## config.mk

```make
export PLATFORM = sky130hd
export DESIGN_NAME = mem_arbiter
export DESIGN_NICKNAME = d
export VERILOG_FILES = /design/src/rtl/mem_arb_pkg.sv /design/src/rtl/mem_arb_lat_cnt.sv /design/src/rtl/mem_arbiter.sv
export SDC_FILE = /design/constraint.sdc
export NUM_CORES = 1
export LEC_CHECK = 0
export CAP_MARGIN = 20
export CORE_ASPECT_RATIO = 0.75
export CORE_UTILIZATION = 45
export DETAILED_ROUTE_END_ITERATION = 6
export GPL_TIMING_DRIVEN = 0
export HOLD_SLACK_MARGIN = 0.05
export PLACE_DENSITY = 0.86
export SLEW_MARGIN = 20
export SYNTH_ARGS = -nofsm -noshare
export SYNTH_HDL_FRONTEND = slang
export SYNTH_SLANG_ARGS = --single-unit
```

## constraint.sdc

```tcl
create_clock -name clk -period 4 [get_ports clk]
set_input_delay 0.4 -clock clk [delete_from_list [all_inputs] [get_ports clk]]
set_output_delay 0.4 -clock clk [all_outputs]
set_load 0.01 [all_outputs]
```

## src/rtl/mem_arb_pkg.sv

```systemverilog
// Shared types and helpers for the unified-memory arbiter (mem_arbiter).
package mem_arb_pkg;

  typedef enum logic [1:0] {
    IDLE,
    WAIT,
    RESP
  } state_e;

  typedef enum logic {
    SRC_IF,
    SRC_D
  } src_e;

  // Width of a counter that must hold values 0..lat.
  function automatic int unsigned lat_width(input int unsigned lat);
    return (lat < 1) ? 1 : $clog2(lat + 1);
  endfunction

endpackage

```

## src/rtl/mem_arb_lat_cnt.sv

```systemverilog
// Loadable down-counter used to time the memory latency.
// Saturates at zero; o_zero flags the final wait cycle.
module mem_arb_lat_cnt #(
  parameter int unsigned W = 1
) (
  input  logic         clk,
  input  logic         rst,
  input  logic         i_load,
  input  logic [W-1:0] i_load_val,
  input  logic         i_dec,
  output logic         o_zero
);

  logic [W-1:0] r_cnt;

  // Count register: load has priority over decrement.
  always_ff @(posedge clk) begin
    if (!rst) begin
      r_cnt <= '0;
    end else if (i_load) begin
      r_cnt <= i_load_val;
    end else if (i_dec && (r_cnt != '0)) begin
      r_cnt <= r_cnt - W'(1);
    end
  end

  assign o_zero = (r_cnt == '0);

endmodule

```

## src/rtl/mem_arbiter.sv

```systemverilog
// Arbiter sharing one single-port memory between instruction fetch and
// load/store. One access in flight at a time; grant is combinational in
// IDLE/RESP so a held request can issue back-to-back.
// Optional macro MEM_ARB_RR_EN: round-robin on ties instead of data-first.
module mem_arbiter
  import mem_arb_pkg::*;
#(
  parameter int unsigned ADDR_W  = 32,
  parameter int unsigned DATA_W  = 32,
  parameter int unsigned MEM_LAT = 1
) (
  input  logic              clk,
  input  logic              rst,
  input  logic              if_req,
  input  logic [ADDR_W-1:0] if_addr,
  output logic              if_gnt,
  output logic              if_valid,
  output logic [DATA_W-1:0] if_rdata,
  input  logic              d_req,
  input  logic              d_we,
  input  logic [ADDR_W-1:0] d_addr,
  input  logic [DATA_W-1:0] d_wdata,
  output logic              d_gnt,
  output logic              d_valid,
  output logic [DATA_W-1:0] d_rdata,
  output logic              mem_en,
  output logic              mem_we,
  output logic [ADDR_W-1:0] mem_addr,
  output logic [DATA_W-1:0] mem_wdata,
  input  logic [DATA_W-1:0] mem_rdata,
  output logic              stall
);

  localparam int unsigned CW = lat_width(MEM_LAT);
  localparam logic [CW-1:0] LOAD_VAL = CW'(MEM_LAT - 1);

  if (MEM_LAT < 1) begin : g_bad_lat
    $error("mem_arbiter: MEM_LAT must be at least 1");
  end

  state_e            r_state;
  state_e            w_next_state;
  src_e              r_src;
  src_e              w_win;
  logic              r_we;
  logic [DATA_W-1:0] r_if_rdata;
  logic [DATA_W-1:0] r_d_rdata;
  logic [ADDR_W-1:0] r_mem_addr;
  logic [DATA_W-1:0] r_mem_wdata;
  logic              w_can_grant;
  logic              w_grant;
  logic              w_pick_d;
  logic              w_cnt_load;
  logic              w_cnt_dec;
  logic              w_cnt_zero;

`ifdef MEM_ARB_RR_EN
  src_e r_last_src;

  // On a tie, the source not granted last wins.
  always_comb begin
    w_pick_d = d_req && (!if_req || (r_last_src == SRC_IF));
  end

  // Remember the most recent winner.
  always_ff @(posedge clk) begin
    if (!rst) begin
      r_last_src <= SRC_IF;
    end else if (w_grant) begin
      r_last_src <= w_win;
    end
  end
`else
  // Data always beats fetch: a data access belongs to an older instruction.
  always_comb begin
    w_pick_d = d_req;
  end
`endif

  assign w_can_grant = rst && ((r_state == IDLE) || (r_state == RESP));
  assign w_grant     = w_can_grant && (if_req || d_req);
  assign w_win       = w_pick_d ? SRC_D : SRC_IF;

  mem_arb_lat_cnt #(
    .W (CW)
  ) u_lat_cnt (
    .clk        (clk),
    .rst        (rst),
    .i_load     (w_cnt_load),
    .i_load_val (LOAD_VAL),
    .i_dec      (w_cnt_dec),
    .o_zero     (w_cnt_zero)
  );

  // Next state, grant and memory strobe; address/data pass through on grant.
  always_comb begin
    w_next_state = r_state;
    if_gnt       = 1'b0;
    d_gnt        = 1'b0;
    mem_en       = 1'b0;
    mem_we       = 1'b0;
    mem_addr     = r_mem_addr;
    mem_wdata    = r_mem_wdata;
    w_cnt_load   = 1'b0;
    w_cnt_dec    = 1'b0;
    case (r_state)
      IDLE, RESP: begin
        if (w_grant) begin
          mem_en       = 1'b1;
          w_cnt_load   = 1'b1;
          w_next_state = WAIT;
          if (w_win == SRC_D) begin
            d_gnt     = 1'b1;
            mem_we    = d_we;
            mem_addr  = d_addr;
            mem_wdata = d_wdata;
          end else begin
            if_gnt    = 1'b1;
            mem_addr  = if_addr;
          end
        end else begin
          w_next_state = IDLE;
        end
      end
      WAIT: begin
        w_cnt_dec = 1'b1;
        if (w_cnt_zero) begin
          w_next_state = RESP;
        end
      end
      default: w_next_state = IDLE;
    endcase
  end

  // State, latched source and response capture.
  always_ff @(posedge clk) begin
    if (!rst) begin
      r_state     <= IDLE;
      r_src       <= SRC_IF;
      r_we        <= 1'b0;
      r_if_rdata  <= '0;
      r_d_rdata   <= '0;
      r_mem_addr  <= '0;
      r_mem_wdata <= '0;
    end else begin
      r_state <= w_next_state;
      if (w_grant) begin
        r_src       <= w_win;
        r_we        <= mem_we;
        r_mem_addr  <= mem_addr;
        r_mem_wdata <= mem_wdata;
      end
      if ((r_state == WAIT) && w_cnt_zero) begin
        if (r_src == SRC_IF) begin
          r_if_rdata <= mem_rdata;
        end else if (!r_we) begin
          r_d_rdata <= mem_rdata;
        end
      end
    end
  end

  assign if_rdata = r_if_rdata;
  assign d_rdata  = r_d_rdata;
  assign if_valid = rst && (r_state == RESP) && (r_src == SRC_IF);
  assign d_valid  = rst && (r_state == RESP) && (r_src == SRC_D);
  assign stall    = rst && ((if_req && !if_gnt) || (d_req && !d_gnt) ||
                            (r_state == WAIT));

endmodule
```

==> parameters.txt <==
Parameter                              Value

Synthesis
  Post-synth EDFFs ... 0
  Area share of the leading cell type in the synthesized netlist ... around 46%
  Mapped cell area ... 0.00577 sq mm
  Avg Synthesized Cell Area ... 9.61 sq um
  Synthesized Nets ... 734
  Synth warnings ... 0
  Number of synthesized register bits ... 133
  Dominant cell type by area after synthesis ... sky130_fd_sc_hd__dfxtp_1
  Flip-flop cell with the highest count after synthesis ... sky130_fd_sc_hd__dfxtp_1
  Count of mapped cells out of synthesis ... 601
  Yosys cell types ... 28
  Sequential area share after synthesis ... 46.1%
  Proportion of synthesized flip-flops having asynchronous set or reset ... 0%
  Most area-consuming cells after synthesis ... sky130_fd_sc_hd__dfxtp_1 46%, sky130_fd_sc_hd__a21o_1 8.5%, sky130_fd_sc_hd__nand2_1 6.3%

Worst hold path
  Classification of the worst-slack hold path ... flip-flop to flip-flop

Setup path
  Crit path DAT ... approximately 2.9 ns
  Endpoint class of the critical path ... output pin
  Largest driver fanout on the critical path ... 10
  Type of the setup path with the least slack ... input pin to output pin
  Crit path launch type ... input pin
  Worst endpoint required time ... approximately 3.6 ns

GRT
  Busiest grt layer ... met2
  GR met2 Demand/Resource ... around 48%
  Total grt overflow ... 0
  Number of antenna violations at the first check in global routing ... 0
  Met3 Usage GRT ... 8.23%
  GR Layer Usage met1 ... 32.6%
  Pin count of the biggest net entering global routing ... 17
  Wire length of the first global-routing pass ... 29000 um
  Number of global-route vias before repair ... approximately 5700
  Total track usage ... 27.8%

STA
  RSZ-0062 raised after global routing ... false
  Worst-case headroom to the max-slew limit ... 60.0%
  Worst Skew ... 0.00920 ns
  Final-report setup violation count ... 0
  Time the final worst path needs with I/O delays and setup ... 3.28 ns
  Hold Vio Cnt, Final ... 0
  Highest clock rate ... 305 MHz
  Slew Viols, Final ... 0
  Final critical-path share of the clock period ... between 80% and 90%
  Worst Hold Margin ... 0.454 ns
  Worst-Margin Slew ... 0.600 ns
  Final sum of negative setup slack ... 0 ns

Finish
  Share of layout cells above drive strength 1 ... 12.7%
  Highest-count cells in the layout ignoring fill and taps ... 266 x sky130_fd_sc_hd__clkdlybuf4s50_1, 133 x sky130_fd_sc_hd__dfxtp_1, 97 x sky130_fd_sc_hd__nand2_1
  Layout Area Growth over Synthesis ... 60.6%
  Antenna diodes ... 0
  Fill cell instance count of the final layout ... around 860
  Most frequent standard cell in the layout excluding fill and tap cells ... sky130_fd_sc_hd__clkdlybuf4s50_1
  # nets final ... 1019

CTS
  Clock transition at the registers of the reported paths ... 0.06 ns
  Total of hold buffers inserted after clock tree synthesis ... 0
  Sink Count ... approximately 130
  Post-cts repair resize count ... 0
  Clock tree from TritonCTS ... done
  Number of buffers added by the clock tree synthesis step ... 17
  H-tree levels ... 4
  Number of buffers between clock root and the deepest sink ... 2
  Post-CTS repair timing setup buffer count ... 0
  Library cell used as clock root buffer ... sky130_fd_sc_hd__clkbuf_16
  Worst skew pair latency ... between 0.4 and 0.5 ns

Flow run
  Number of max-cap violations ... 0

Route
  DRC Markers ... 0
  Post-route antenna net violation count ... 0
  Detailed-route wire length per cell ... between 15 and 20 um
  Via count ... 5664
  Drt total wl ... between 15000 and 20000 um
  Pre-antenna DRT Iters ... 4
  Ratio of routed vias to standard cells ... between 5 and 6
  Violation count after the first detailed-routing iteration ... around 270

Placement
  Routability cong. ... 0.913
  HPWL Detailed ... ~14000 um
  Total of buffers placed on input and output ports ... approximately 270

Die
  Area of the core region ... 0.0124 sq mm
  Vertical extent of the die ... around 100 um
  Number of I/O pins ... approximately 270
  DIE WIDTH ... 133 um
  Effective utilization at floorplan ... 46.6%
  Row Count ... 35
  Die footprint ... 0.0133 sq mm

Power
  VDD IR-drop max ... 0.312 mV
  Total power consumption of the routed design ... 3.80 mW
  Leakage power ... 4.17 nW
  Power per Cell Area ... 410 mW/mm^2

Outcome
  Result of the run ... completed
-- final timing paths --
check / start / to / slack (ns) / depth (start not counted)
worst min-delay path: r_mem_addr[17] / r_mem_addr[17] / 0.45 / 1
worst max-delay path: d_req / mem_addr[2] / 0.72 / 7
worst max register to register: r_state[0] / r_mem_wdata[26] / 2.32 / 5
worst min register to register: r_mem_addr[17] / r_mem_addr[17] / 0.45 / 1
-- sequential cells by signal, summed over array words and instances (netlist names) --
name,count
r_src,1
r_state,2
r_we,1
r_mem_wdata,32
r_mem_addr,32
u_lat_cnt.r_cnt,1
if_rdata,32
d_rdata,32
-- layer usage --
layer	part of all wire, %	routed length, um
met1	42	7710
met2	48	8930
met3	7.4	1360
met4	2.4	442
met5	0	0
-- final cells by class --
cell class | count | area [sq um] | share of cell area (%)
Multi-Input combinational cell | 412 | 2800 | 30.2
Sequential cell | 133 | 2660 | 28.7
Timing Repair Buffer | 266 | 2660 | 28.7
Clock buffer | 18 | 429 | 4.63
Buffer | 55 | 309 | 3.33
Tap cell | 166 | 208 | 2.24
Clock inverter | 14 | 200 | 2.16
Inverter | 1 | 3.75 | 0.0405
-- through the flow --
stage          util (%)  area [sq um]  worst slack [ns]  instances
6_report           74.8          9270             0.717       1065
3_3_place_gp       69.7          8640             0.844       1033
4_1_cts            74.8          9270             0.781       1065
5_1_grt            74.8          9270             0.611       1065
2_1_floorplan         -          5770              2.20        601
3_5_place_dp       69.7          8640             0.811       1033
-- worst max-delay path, cell delays in order --
cell and delay [ns]:
sky130_fd_sc_hd__clkdlybuf4s50_1 0.58, sky130_fd_sc_hd__clkbuf_1 0.36, sky130_fd_sc_hd__clkbuf_1 0.48, sky130_fd_sc_hd__nand2_1 0.10
sky130_fd_sc_hd__a21oi_1 0.27, sky130_fd_sc_hd__a21o_1 0.15, sky130_fd_sc_hd__clkdlybuf4s50_1 0.53
-- report_power, final --
group          switching, mW  leakage (nW)  internal [mW]
Sequential            0.0438          1.09           1.40
Clock                  0.589         0.298           1.05
Combinational          0.304          2.79          0.408
Total                  0.937          4.17           2.86
-- synth_stat cells, types with 3 or more instances --
library cell	instances
sky130_fd_sc_hd__dfxtp_1	133
sky130_fd_sc_hd__a21oi_1	33
sky130_fd_sc_hd__mux2i_1	32
sky130_fd_sc_hd__buf_2	13
sky130_fd_sc_hd__buf_6	11
sky130_fd_sc_hd__and3_1	3
sky130_fd_sc_hd__clkbuf_1	29
sky130_fd_sc_hd__and2_1	3
sky130_fd_sc_hd__o21ai_1	7
sky130_fd_sc_hd__mux2_2	32
sky130_fd_sc_hd__nor2b_1	4
sky130_fd_sc_hd__o21ai_2	26
sky130_fd_sc_hd__nand2_1	97
sky130_fd_sc_hd__nand2b_1	3
sky130_fd_sc_hd__nand3_1	32
sky130_fd_sc_hd__a21o_1	65
sky130_fd_sc_hd__a22o_1	32
sky130_fd_sc_hd__nand3b_1	34
-- cells by family (layout without fill, tap and decap cells) --
kind of cell	Yosys count	after routing	share of synthesized area [%]
buffers and inverters	56	354	5.42
flip-flops	133	133	46.1
multiplexers	64	64	11.8
AO/OA/AOI/OAI	167	167	21.2
AND/OR/NAND/NOR	181	181	15.5
(Power assumes the default switching activity.)
==> RTL change 1, RTL diff (same settings) <==
The parameter `MEM_LAT` goes from 1 to 2.
--- a/src/rtl/mem_arbiter.sv
+++ b/src/rtl/mem_arbiter.sv
@@ -7,7 +7,7 @@
 #(
   parameter int unsigned ADDR_W  = 32,
   parameter int unsigned DATA_W  = 32,
-  parameter int unsigned MEM_LAT = 1
+  parameter int unsigned MEM_LAT = 2
 ) (
   input  logic              clk,
   input  logic              rst,
Formal check against the unedited RTL: not equivalent (Yosys sat finds a counterexample within 4 cycles, from zero or initial values and one cycle with rst low).
==> RTL change 1 against the original RTL <==
Cell area is 2.3% lower. Wire length is 4.3% lower. Count of clock-buffer cells in the layout is 1 higher. First-iteration DRC count is 9.1% higher. Critical path type unchanged. Setup slack better by 0.33 ns. Largest power group unchanged. Area after synthesis is 3.2% lower. Highest routed layer unchanged. Critical endpoint is now mem_addr[12]. Core utilization is 1.7 points higher. Power is 0.31% lower. Sequential cell count is 1 higher.
==> RTL change 1: results (changes against the original RTL) <==
outcome: "completed"  # unchanged
wl_per_cell_um: 16.7  # was 17.3 um
reg2regPathDepth: 4  # was 5
endpoint: "mem_addr[12]"  # was mem_addr[2]
cts.clk_slew.worst_paths_ns: 0.06  # about the same
max_slew_margin_pct: 51.4  # was 60.0%
grt_pass1_wl_um: 27700  # was 29000 um
hold_class: "reg -> reg"  # unchanged
grt_pass1_vias: 5587  # was 5735
r2r_slack_ns: 2.24  # was 2.32 ns
dp_hpwl_um: 13500  # was 13700 um
drive_above_1_share_pct: 11.2  # was 12.7%
m1WireLength_um: 7370  # was 7710 um
crit_start: "rst"  # was d_req
routed-via-count: 5456  # was 5664
crit_slowest_cell: "clkdlybuf4s50_1"  # unchanged
port_buffers: 267  # was 266
grtUsageTotal_pct: 28.0  # was 27.8%
synth_cell_types: 38  # was 28
yosys-top-cells-area: "dfxtp_1, nand2_1, mux2_2"  # was dfxtp_1, a21o_1, nand2_1
synth_commonest_cells: "dfxtp_1, nand2_1, o21ai_0"  # was dfxtp_1, nand2_1, a21o_1
synth_fp_nets: 733  # was 734
drt_wl_total_um: 17700  # was 18400 um
p_int_mw: 2.80  # was 2.86 mW
dr_wl_met3_um: 1160  # was 1360 um
cp.arrival_ns: 2.56  # was 2.88 ns
gp_congestion: 0.919  # was 0.913
power.static_leakage_nw: 3.41  # was 4.17 nW
r2r-end: "r_mem_addr[5]"  # was r_mem_wdata[26]
dpl_cell_area_um2: 8460  # was 8640 um^2
avgSynthCellArea_um2: 9.33  # was 9.61 um^2
skew_ns: 0.00947  # was 0.00920 ns
ys_seq_area_share_pct: 48.0  # was 46.1%
[RTL change 1: power by group through the flow]
stage	logic [mW]	clock network (mW)	registers, mW
after floorplan	0.318	0	1.50
after global placement	0.746	0	1.49
after detailed placement	0.764	0	1.50
after CTS	0.772	1.57	1.47
after global routing	0.827	1.64	1.48
final	0.771	1.55	1.47
[RTL change 1: area by class of cell]
cell class	instances	area [um^2]
Timing Repair Buffer	267	2670
Clock inverter	13	148
Clock buffer	19	443
Tap cell	162	203
Inverter	37	139
Buffer	48	302
Multi-Input combinational cell	380	2470
Fill cell	820	2770
Sequential cell	134	2680
[RTL change 1: worst min path at each step]
stage	to	slack [ns]	cells past startpoint
floorplan	r_mem_wdata[0]	0.44	1
global placement	if_rdata[14]	0.44	2
detailed placement	if_rdata[8]	0.45	2
CTS	if_rdata[8]	0.45	2
global route	d_rdata[20]	0.48	2
finish	if_rdata[8]	0.45	2
[RTL change 1: stage by stage]
stage,utilization (%),setup slack [ns]
finish,76.6,1.04
global route,76.6,0.936
CTS,76.6,1.07
detailed placement,71.6,1.07
global placement,71.6,1.18
floorplan,-,2.31
[RTL change 1: metal layers]
layer / up-vias / track usage (%)
met4: 0 / 13.4
met1: 2581 / 32.8
met2: 210 / 47.8
met3: 40 / 6.73
met5: - / 0
li1: 2625 / -
[RTL change 1: cells by family after synthesis]
family / Yosys count / synth area share [%]
compound gates: 169 / 20.4
simple gates: 145 / 11.1
flops: 134 / 48.0
buf+inv: 85 / 7.88
mux: 64 / 12.2
xor+xnor: 1 / 0.157
fa+ha+maj: 1 / 0.224
[RTL change 1: worst max-delay path: cells and delay by family]
kind | cells | cell delay, ns
buf+inv | 4 | 1.61
simple gates | 1 | 0.28
compound gates | 2 | 0.26
==> RTL change 2, RTL diff (config.mk and constraints unchanged) <==
Without the edit above. The 3 states of `state_e` get a one-hot encoding in 3 bits.
--- a/src/rtl/mem_arb_pkg.sv
+++ b/src/rtl/mem_arb_pkg.sv
@@ -1,10 +1,10 @@
 // Shared types and helpers for the unified-memory arbiter (mem_arbiter).
 package mem_arb_pkg;
 
-  typedef enum logic [1:0] {
-    IDLE,
-    WAIT,
-    RESP
+  typedef enum logic [2:0] {
+    IDLE = 3'b001,
+    WAIT = 3'b010,
+    RESP = 3'b100
   } state_e;
 
   typedef enum logic {
Formal check against the unedited RTL: same outputs for any inputs over 4 cycles, from zero or initial values and one cycle with rst low; so few cycles prove little.
==> RTL change 2 against the original RTL <==
Die area increased by 2.2%. Cell area is 1.1% higher. Area after synthesis increased by 2.3%. Power decreased by 2.1%. Sequential cell count is 1 higher. Wire length fell by 0.22%. Global-route usage is 0.54 points lower. Setup slack got worse by 0.083 ns. Critical path type is now reg -> out. Largest cell class unchanged. Largest power group unchanged.
==> RTL change 2: results (changes against the original RTL) <==
synth_fp_nets: 806  # was 734
wl_per_cell_um: 16.2  # was 17.3 um
place_ws_ns: 0.842  # was 0.811 ns
port_buffers: 265  # was 266
met2WireLength_um: 8650  # was 8930 um
yosys-top-cells-area: "dfxtp_1, mux2i_1, nand2_1"  # was dfxtp_1, a21o_1, nand2_1
grt_pass1_vias: 5761  # was 5735
pg_comb_uw: 690  # was 712 uW
min_from: "r_mem_wdata[0]"  # was r_mem_addr[17]
grt_use_met1_pct: 32.4  # was 32.6%
clkPwrFrac_pct: 42.7  # was 43.2%
drt_iter0_drc: 203  # was 265
worstMarginPinSlew_ns: 0.650  # was 0.600 ns
r2r_slack_ns: 1.91  # was 2.32 ns
crit_start: "r_state[0]"  # was d_req
timing.hold.ws_ns: 0.456  # was 0.454 ns
use_met2_pct: 47.9  # was 48.2%
p_per_area_nw_per_um2: 397  # was 410 nW/um^2
synth_commonest_cells: "dfxtp_1, nand2_1, mux2i_1"  # was dfxtp_1, nand2_1, a21o_1
use_met3_pct: 8.16  # was 8.23%
final_nets: 1090  # was 1019
m1WireLength_um: 8040  # was 7710 um
hold_end: "r_mem_wdata[0]"  # was r_mem_addr[17]
hold_depth: 2  # was 1
fillers: 925  # was 861
synth_cell_types: 31  # was 28
viasPerCell: 5.11  # was 5.32
power_switching_uw: 950  # was 937 uW
power.static_leakage_nw: 3.92  # was 4.17 nW
cp.arrival_ns: 2.97  # was 2.88 ns
dpl_cell_area_um2: 8760  # was 8640 um^2
dr_wl_met3_um: 1460  # was 1360 um
fmax_mhz: 297  # was 305 MHz
drive_above_1_share_pct: 8.87  # was 12.7%
avgSynthCellArea_um2: 8.77  # was 9.61 um^2
outcome: "completed"  # unchanged
routed-via-count: 5800  # was 5664
hold_class: "reg -> reg"  # unchanged
reg2regPathDepth: 6  # was 5
slowest_delay_ns: 0.55  # was 0.58 ns
grt_pass1_wl_um: 29000  # about the same
ys_seq_area_share_pct: 45.4  # was 46.1%
grtUsageTotal_pct: 27.3  # was 27.8%
dp_hpwl_um: 13800  # was 13700 um
cts_resized: 0  # unchanged
-- RTL change 2: changes by cell type in the layout (fill, tap and decap cells not counted), sizes merged, moves of 4 or more --
cell | before | now
mux2i | 32 | 96
a31o | 0 | 34
nand2 | 97 | 131
nand3b | 34 | 0
a21o | 65 | 32
inv | 4 | 37
a21oi | 33 | 1
a22o | 32 | 0
mux2 | 32 | 0
nor4 | 0 | 32
o21ai | 34 | 66
clkbuf | 47 | 62
buf | 26 | 20
nor2b | 4 | 0
-- RTL change 2: cell type report --
type,instances,area (um^2),share of cell area (%)
tap,166,208,2.22
clock inverter,12,141,1.51
sequential,134,2680,28.6
timing repair buffer,265,2650,28.3
clock buffer,20,467,4.98
inverter,33,124,1.32
buffer,62,269,2.87
multi-input combinational,444,2830,30.2
-- RTL change 2: cell families after synthesis --
logic type	after synthesis	synth area share, %
buffers and inverters	95	6.65
multiplexers	96	16.3
AO/OA/AOI/OAI	135	15.1
flip-flops	134	45.4
AND/OR/NAND/NOR	211	16.3
XOR/XNOR	2	0.297
